## config.mk

```make
export PLATFORM = sky130hd
export DESIGN_NAME = display_scan_controller_flat
export DESIGN_NICKNAME = d
export VERILOG_FILES = /design/src/rtl/display_scan_controller_if.sv /design/src/rtl/display_scan_controller.sv /design/src/flat_wrapper.sv
export SDC_FILE = /design/constraint.sdc
export NUM_CORES = 1
export LEC_CHECK = 0
export ABC_AREA = 0
export BUFFER_PORTS_ARGS = -buffer_cell sky130_fd_sc_hd__buf_4
export CAP_MARGIN = 20
export CORE_MARGIN = 2
export CORE_UTILIZATION = 55
export DETAILED_ROUTE_END_ITERATION = 10
export PLACE_DENSITY_LB_ADDON = 0.3
export SLEW_MARGIN = 10
export SYNTH_ARGS = -nofsm -noshare
export SYNTH_HDL_FRONTEND = slang
export SYNTH_SLANG_ARGS = --single-unit
```

## constraint.sdc

```tcl
create_clock -name clk -period 6.9 [get_ports clk]
set_input_delay 1.725 -clock clk [delete_from_list [all_inputs] [get_ports clk]]
set_output_delay 1.725 -clock clk [all_outputs]
set_load 0.01 [all_outputs]
```

## src/rtl/display_scan_controller_if.sv

```systemverilog
// rtl/display_scan_controller_if.sv - update handshake bundle for the display scan controller
interface display_scan_controller_if;
  logic        upd_valid;
  logic [15:0] upd_digits;
  logic        upd_ready;

  // Producer side offers a 4-digit value and watches for the buffer to free up
  modport master (
    output upd_valid,
    output upd_digits,
    input  upd_ready
  );

  // Controller side accepts a value whenever its one-entry buffer is empty
  modport slave (
    input  upd_valid,
    input  upd_digits,
    output upd_ready
  );
endinterface

```

## src/rtl/display_scan_controller.sv

```systemverilog
// rtl/display_scan_controller.sv - 4-digit multiplexed seven-segment scan with blanking and double buffering
module display_scan_controller #(
  parameter int CLK_DIV      = 50000,
  parameter int BLANK_CYCLES = 2
) (
  input  logic                       clk,
  input  logic                       reset,
  display_scan_controller_if.slave   upd,
  input  logic                       lzb,
  output logic [3:0]                 number,
  output logic [3:0]                 anodes,
  output logic                       frame_done
);

  localparam int CNT_W = (CLK_DIV > 1) ? $clog2(CLK_DIV) : 1;
  localparam logic [CNT_W-1:0] CNT_LAST   = CNT_W'(CLK_DIV - 1);
  localparam logic [CNT_W-1:0] BLANK_LAST = CNT_W'(BLANK_CYCLES - 1);

  typedef enum logic {
    ST_BLANK,
    ST_SHOW
  } state_e;

  state_e           state_q, state_d;
  logic [CNT_W-1:0] cnt_q, cnt_d;
  logic [1:0]       digit_q, digit_d;
  logic [15:0]      active_q, active_d;
  logic [15:0]      pending_q, pending_d;
  logic             ready_q, ready_d;
  logic [3:0]       number_q, number_d;
  logic [3:0]       anodes_q, anodes_d;
  logic             frame_done_q, frame_done_d;

  logic             slot_end;
  logic             frame_end;
  logic [15:0]      upper_digits;
  logic [3:0]       code_d;
  logic             suppress;

  // State register; reset parks the scan at the start of the digit-0 blanking phase
  always_ff @(posedge clk) begin
    if (reset) begin
      state_q      <= ST_BLANK;
      cnt_q        <= '0;
      digit_q      <= 2'd0;
      active_q     <= 16'h0000;
      pending_q    <= 16'h0000;
      ready_q      <= 1'b1;
      number_q     <= 4'h0;
      anodes_q     <= 4'b1111;
      frame_done_q <= 1'b0;
    end else begin
      state_q      <= state_d;
      cnt_q        <= cnt_d;
      digit_q      <= digit_d;
      active_q     <= active_d;
      pending_q    <= pending_d;
      ready_q      <= ready_d;
      number_q     <= number_d;
      anodes_q     <= anodes_d;
      frame_done_q <= frame_done_d;
    end
  end

  // Blank/show phase: anodes stay off for the first BLANK_CYCLES of every slot
  always_comb begin
    state_d = state_q;
    case (state_q)
      ST_BLANK: if (cnt_q == BLANK_LAST) state_d = ST_SHOW;
      ST_SHOW:  if (cnt_q == CNT_LAST)   state_d = ST_BLANK;
      default:  state_d = ST_BLANK;
    endcase
  end

  // Slot/digit counters and the pending-to-active hand-off at the frame boundary
  always_comb begin
    slot_end  = (cnt_q == CNT_LAST);
    frame_end = slot_end && (digit_q == 2'd3);
    cnt_d     = slot_end ? '0 : cnt_q + CNT_W'(1);
    digit_d   = slot_end ? digit_q + 2'd1 : digit_q;
    active_d  = active_q;
    pending_d = pending_q;
    ready_d   = ready_q;
    if (frame_end && !ready_q) begin
      // Buffered value takes over for the whole next frame
      active_d = pending_q;
      ready_d  = 1'b1;
    end else if (upd.upd_valid && ready_q) begin
      // An offer on a boundary with an empty buffer waits one more frame
      pending_d = upd.upd_digits;
      ready_d   = 1'b0;
    end
  end

  // Registered outputs computed from next-cycle state so they line up with the counters
  always_comb begin
    upper_digits = active_d >> {digit_d, 2'b00};
    code_d       = upper_digits[3:0];
    suppress     = (code_d > 4'd9) ||
                   (lzb && (digit_d != 2'd0) && (upper_digits == 16'h0000));
    number_d     = code_d;
    anodes_d     = 4'b1111;
    if ((state_d == ST_SHOW) && !suppress) begin
      anodes_d = ~(4'b0001 << digit_d);
    end
    frame_done_d = (digit_d == 2'd3) && (cnt_d == CNT_LAST);
  end

  assign upd.upd_ready = ready_q;
  assign number        = number_q;
  assign anodes        = anodes_q;
  assign frame_done    = frame_done_q;

endmodule

```

## src/flat_wrapper.sv

```systemverilog
// flat-port wrapper written by rule: the top's interface ports become plain ports
module display_scan_controller_flat 
#(
  parameter int CLK_DIV      = 50000,
  parameter int BLANK_CYCLES = 2
)
  (clk, reset, lzb, number, anodes, frame_done, upd_upd_valid, upd_upd_digits, upd_upd_ready);
  display_scan_controller_if upd_i ();
  input  logic clk;
  input  logic reset;
  input  logic lzb;
  output logic [3:0] number;
  output logic [3:0] anodes;
  output logic frame_done;
  input wire logic [$bits(upd_i.upd_valid)-1:0] upd_upd_valid;
  input wire logic [$bits(upd_i.upd_digits)-1:0] upd_upd_digits;
  output wire logic [$bits(upd_i.upd_ready)-1:0] upd_upd_ready;
  assign upd_i.upd_valid = upd_upd_valid;
  assign upd_i.upd_digits = upd_upd_digits;
  assign upd_upd_ready = upd_i.upd_ready;
  display_scan_controller #(.CLK_DIV(CLK_DIV), .BLANK_CYCLES(BLANK_CYCLES)) u_core (.clk(clk), .reset(reset), .upd(upd_i), .lzb(lzb), .number(number), .anodes(anodes), .frame_done(frame_done));
endmodule
```

==> results.toml, run 1 <==
[routing]
viasPerCell = 5.737
wl_per_cell_um = 14.81
ant_nets = 0
drcViolationCount = 0
detail_route.wirelength_um = 7199
first_pass_iters = 5
drt-initial-drc-count = 224
vias = 2788

[grt]
grt_max_degree = 45
grt_pass1_vias = 2574
antenna_found_initial = 0
grt_overflow = 0
grt_use_total = 0.2546
grt_pass1_wl_um = 12340

[timing]
slew_violations = 0
max_slew_margin = 0.5165
hold_viol_final = 0
fin_crit_sh = 0.5143
setup-violations-final = 0
max_freq_ghz = 0.2818
rsz0062_at_grt = "false"
clock_skew_ns = 0.007052
fin_tns_setup_ns = 0
fin_crit_ns = 3.549
worst_pin_slew_ns = 0.7051

[logic_synthesis]
synth_cells = 386
yosysMostFrequentCell = "nand2_1"
synth_common_cells = "nand2_1 (87), dfxtp_1 (61), a21oi_1 (48)"
postSynth.asyncResetShare = 0
seq_area_frac_synth = 0.3995
ys_ff_latch = 61
synth_cell_types = 56
synth_top_area_share = 0.3995
yosysTopAreaCell = "dfxtp_1"
ys_warn_count = 0
syn-cell-area_um2 = 3057
synth_edf_count = 0
avgSynthCellArea_um2 = 7.919
synth.net_count = 409
synth-main-ff-cell = "dfxtp_1"
yosys-top-cells-area = "dfxtp_1 (40%), nand2_1 (11%), a21oi_1 (7.9%), nor2_1 (4.5%), xnor2_1 (2.9%)"

[finish]
num-fill-cells = 488
drive_above_1_share = 0.1473
final_cells = 486
diodes = 0
multi_input_area_um2 = 1694
syn_to_final_growth_pct = 12.89
seq_area_um2 = 1221
nNetsFinal = 432

[die]
coreArea_um2 = 5439
die-area_um2 = 6170
num_rows = 27
io_pins = 30
die_w_um = 78.55
die_y_um = 78.55
start_util = 0.5620

[power_and_ir_drop]
ir_drop_mv = 0.1530
p_sw_frac = 0.2369
totalPowerFinal_w = 0.0006908
p_per_area_nw_per_um2 = 200.2
pwr-share-seq = 0.535
internal_power_w = 0.0005272
clockPowerShare = 0.412
leakagePower_nw = 1.269
combPwrFrac = 0.053
netSwitchingPower_w = 0.0001637

[status]
status = "completed"

[clock_network]
cts_root_buf = "clkbuf_8"
numCtsBuffers = 9
clk_pin_slew_ns = 0.06
tritoncts = "yes"
cts_resized = 0
clockBufferDepth = 2
post_cts_buffers = 0
cts_max_level = 3
clk_latency_ns = 0.35
clock_sinks = 61
ctsHoldBuffers = 0

[place]
portBuffers = 29
dp_hpwl_um = 4945
globalplace.congestion = 0.9197
place_inst = 469

[setup_path]
crit_chain = "or4_4 -> or4_1 -> or4_1 -> o211a_1 -> or3_4 -> a2111o_1 -> o211ai_2"
cp.arrival_ns = 3.82
path_class = "reg -> reg"
crit_slowest_cell = "or4_1"
crit_top_cell = "or4_1"
cp.required_ns = 7.17
slowest_delay_ns = 0.78
end_kind = "register"
critPathMaxFanout = 17
crit_path_start_kind = "register"

[flow_run]
maxCapViolations = 0

[min_path]
min_path_type = "reg -> reg"
-- worst paths after layout --
| path | start | end | slack (ns) | cells past startpoint |
|---|---|---|---|---|
| max | u_core.cnt_q[5] | u_core.anodes[1] | 3.35 | 7 |
| min | u_core.active_q[7] | u_core.active_q[7] | 0.46 | 2 |
| max reg2reg | u_core.cnt_q[5] | u_core.anodes[1] | 3.35 | 7 |
| min reg2reg | u_core.active_q[7] | u_core.active_q[7] | 0.46 | 2 |
-- cell type report --
cell class | count | share of cell area
Multi-Input combinational cell | 299 | 0.4909
Sequential cell | 61 | 0.3539
Timing Repair Buffer | 32 | 0.07070
Clock buffer | 13 | 0.04605
Tap cell | 72 | 0.02611
Inverter | 6 | 0.006526
Clock inverter | 3 | 0.005801
-- per-layer routing --
metal  global-route usage  share of wire  up-vias
met5                    0              0        -
met1               0.3516           0.48     1294
met3              0.05632          0.067       11
li1                     -              -     1399
met2               0.3795           0.44       84
met4               0.1140          0.014        0
-- cell usage in the layout (no fill, tap or decap), types with 7 or more instances in the layout --
cell type | Yosys | routed
buf_4 | 0 | 31
nor3_1 | 9 | 9
nand2_1 | 87 | 87
a21oi_1 | 48 | 48
o21ai_0 | 7 | 7
clkbuf_8 | 2 | 11
xnor2_1 | 10 | 10
nand3_1 | 8 | 8
dfxtp_1 | 61 | 61
nor2_1 | 37 | 37
-- power groups by stage --
stage	Sequential [W]	Combinational [W]	Clock, W
after floorplan	0.000375	0.0000220	0
after global placement	0.000377	0.0000359	0
after detailed placement	0.000377	0.0000370	0
after CTS	0.000369	0.0000370	0.000289
after global routing	0.000371	0.0000418	0.000305
final	0.000370	0.0000368	0.000285
-- worst max-delay path, delay by kind of cell, from the launching register on --
kind            cells  cell delay, ns
compound gates      3            0.80
flops               1            0.38
simple gates        4            2.29
-- cells by family after synthesis --
logic type      after synthesis  share of synthesized area
compound gates               82                     0.1625
flops                        61                     0.3995
fa+ha+maj                     3                    0.01228
xor+xnor                     16                    0.04584
mux                          10                    0.03807
simple gates                188                     0.2955
buf+inv                      26                    0.04625
-- registers in the layout (all words and copies together), names as in the netlist --
signal and cells:
u_core.number 4, u_core.active_q 16, u_core.cnt_q 16, u_core.digit_q 2, u_core.pending_q 16, u_core.anodes 4
u_core.upd.upd_ready 1, u_core.state_q 1, u_core.frame_done 1
-- metrics by stage --
stage,worst slack (ns),hold slack [ns],util,cell area [µm²]
floorplan,3.597,0.4363,-,3057
global placement,3.215,0.4522,0.5995,3261
detailed placement,3.152,0.4578,0.5995,3261
CTS,3.121,0.4661,0.6324,3440
global route,3.239,0.4877,0.6345,3451
finish,3.351,0.4649,0.6345,3451
Note: power is estimated with default switching activity, not from simulation.
==> run 2, diff against run 1 <==
==> constraint.sdc (replaced) <==
create_clock -name clk -period 3.52 [get_ports clk]
set_input_delay 0.88 -clock clk [delete_from_list [all_inputs] [get_ports clk]]
set_output_delay 0.88 -clock clk [all_outputs]
set_load 0.01 [all_outputs]
==> run 2 against run 1 <==
Global-route usage fell by 1.3 points. Non-clock buffer count rose by 4. Hold slack improved by 0.0095 ns. Die area did not move. Setup slack got worse by 3.1 ns. Cell area rose by 0.18%. Count of clock-buffer cells in the layout did not move. Clock power rose by 86%. Critical path depth did not move. Utilization rose by 0.11 points. Final cell count rose by 0.62%.
==> results.toml, run 2 (synthesis results as in run 1) <==
[power_and_ir_drop]
p_per_area_nw_per_um2 = 384.0
leakagePower_nw = 1.283
ir_drop_mv = 0.2660

[timing]
max_freq_ghz = 0.3100
fin_ws_ns = 0.2944
whs_ns = 0.4744
max_slew_margin = 0.6444
clock_skew_ns = 0.01152
hold_viol_final = 0
setup-violations-final = 0
rsz0062_at_grt = "false"
fin_tns_setup_ns = 0
fin_crit_sh = 0.9164
slew_violations = 0
fin_crit_ns = 3.226
worst_pin_slew_ns = 0.5335

[die]
coreArea_um2 = 5439
num_rows = 27
start_util = 0.5620
die-area_um2 = 6170
die_y_um = 78.55
die_w_um = 78.55
io_pins = 30

[routing]
detail_route.wirelength_um = 7029
ant_nets = 0
drcViolationCount = 0
wl_per_cell_um = 14.37
first_pass_iters = 5
viasPerCell = 5.677
drt-initial-drc-count = 302
vias = 2776

[clock_network]
clockBufferDepth = 2
ctsHoldBuffers = 0
clock_sinks = 61
post_cts_buffers = 0
clk_latency_ns = 0.35
numCtsBuffers = 9
tritoncts = "yes"
cts_max_level = 3
cts_resized = 0
cts_root_buf = "clkbuf_8"
clk_pin_slew_ns = 0.07

[setup_path]
ff2ff_setup_slack_ns = 0.29
regToRegStartpoint = "u_core.cnt_q[5]"
cp.required_ns = 3.79
crit_path_start_kind = "register"
cp-startpoint = "u_core.cnt_q[5]"
path_class = "reg -> reg"
critPathMaxFanout = 7
cp.arrival_ns = 3.49
end_kind = "register"

[place]
globalplace.congestion = 0.8969
place_area_um2 = 3298
place_ws_ns = 0.3471
dp_hpwl_um = 4979
portBuffers = 29

[finish]
reg_top3 = "u_core.active_q x16, u_core.cnt_q x16, u_core.pending_q x16"
mostFrequentLayoutCells = "nand2_1 (87), dfxtp_1 (61), a21oi_1 (48)"
postLayoutCellArea_um2 = 3457
drive_above_1_share = 0.1511
syn_to_final_growth_pct = 13.10
nNetsFinal = 436
num-fill-cells = 499
final_util = 0.6356
diodes = 0
layout_commonest_cell = "nand2_1"

[grt]
grt_pass1_wl_um = 11630
grt_pass1_vias = 2434
antenna_found_initial = 0
grt_overflow = 0
grt_max_degree = 45
grt_use_total = 0.2420

[min_path]
min_path_type = "reg -> reg"
hp-start = "u_core.pending_q[0]"

[flow_run]
maxCapViolations = 0

[status]
status = "completed"
==> run 2: cell count changes in the layout (fill, tap and decap cells not counted), sizes merged <==
cell / before / now
buf: 32 / 36
clkinvlp: 2 / 0
clkinv: 2 / 3
==> run 2: final cells by class <==
type | count | area (µm²) | share of cell area
clock buffers | 13 | 148.9 | 0.04307
clock inverters | 2 | 10.01 | 0.002895
inverters | 6 | 22.52 | 0.006515
multi-input cells | 299 | 1694 | 0.4900
flip-flops and latches | 61 | 1221 | 0.3532
well taps | 72 | 90.09 | 0.02606
repair buffers | 36 | 270.3 | 0.07818
==> run 2: report_power, final <==
part	leakage (nW)	total (W)	switching [W]	internal [W]
clock	0.0833	0.000530	0.000261	0.000269
sequential	0.495	0.000724	0.0000166	0.000707
combinational	0.704	0.0000733	0.0000393	0.0000340
total	1.28	0.00133	0.000317	0.00101
==> run 2: through the flow <==
stage,cells,total power (W)
detailed placement,474,0.0008119
global route,489,0.001378
finish,489,0.001328
floorplan,386,0.0007781
global placement,474,0.0008096
CTS,489,0.001332
==> run 2: worst max-delay path, stage by stage (launching register included) <==
cell      delay [ns]
dfxtp_1         0.38
or4_4           0.58
or4_1           0.53
or4_1           0.47
o211a_1         0.16
or3_4           0.38
a2111o_1        0.48
o211ai_2        0.18
==> run 2: final timing paths <==
path	endpoint	cells after the start
worst max-delay path	u_core.anodes[1]	7
worst min-delay path	u_core.active_q[0]	2
worst max register to register	u_core.anodes[1]	7
worst min register to register	u_core.active_q[0]	2
==> run 2: routing by layer <==
layer	routed length, µm	vias to the layer above	global-route usage
met5	0	-	0
met4	97	0	0.09123
met3	411	9	0.06667
met2	3001	77	0.3368
met1	3518	1287	0.3533
li1	-	1403	-
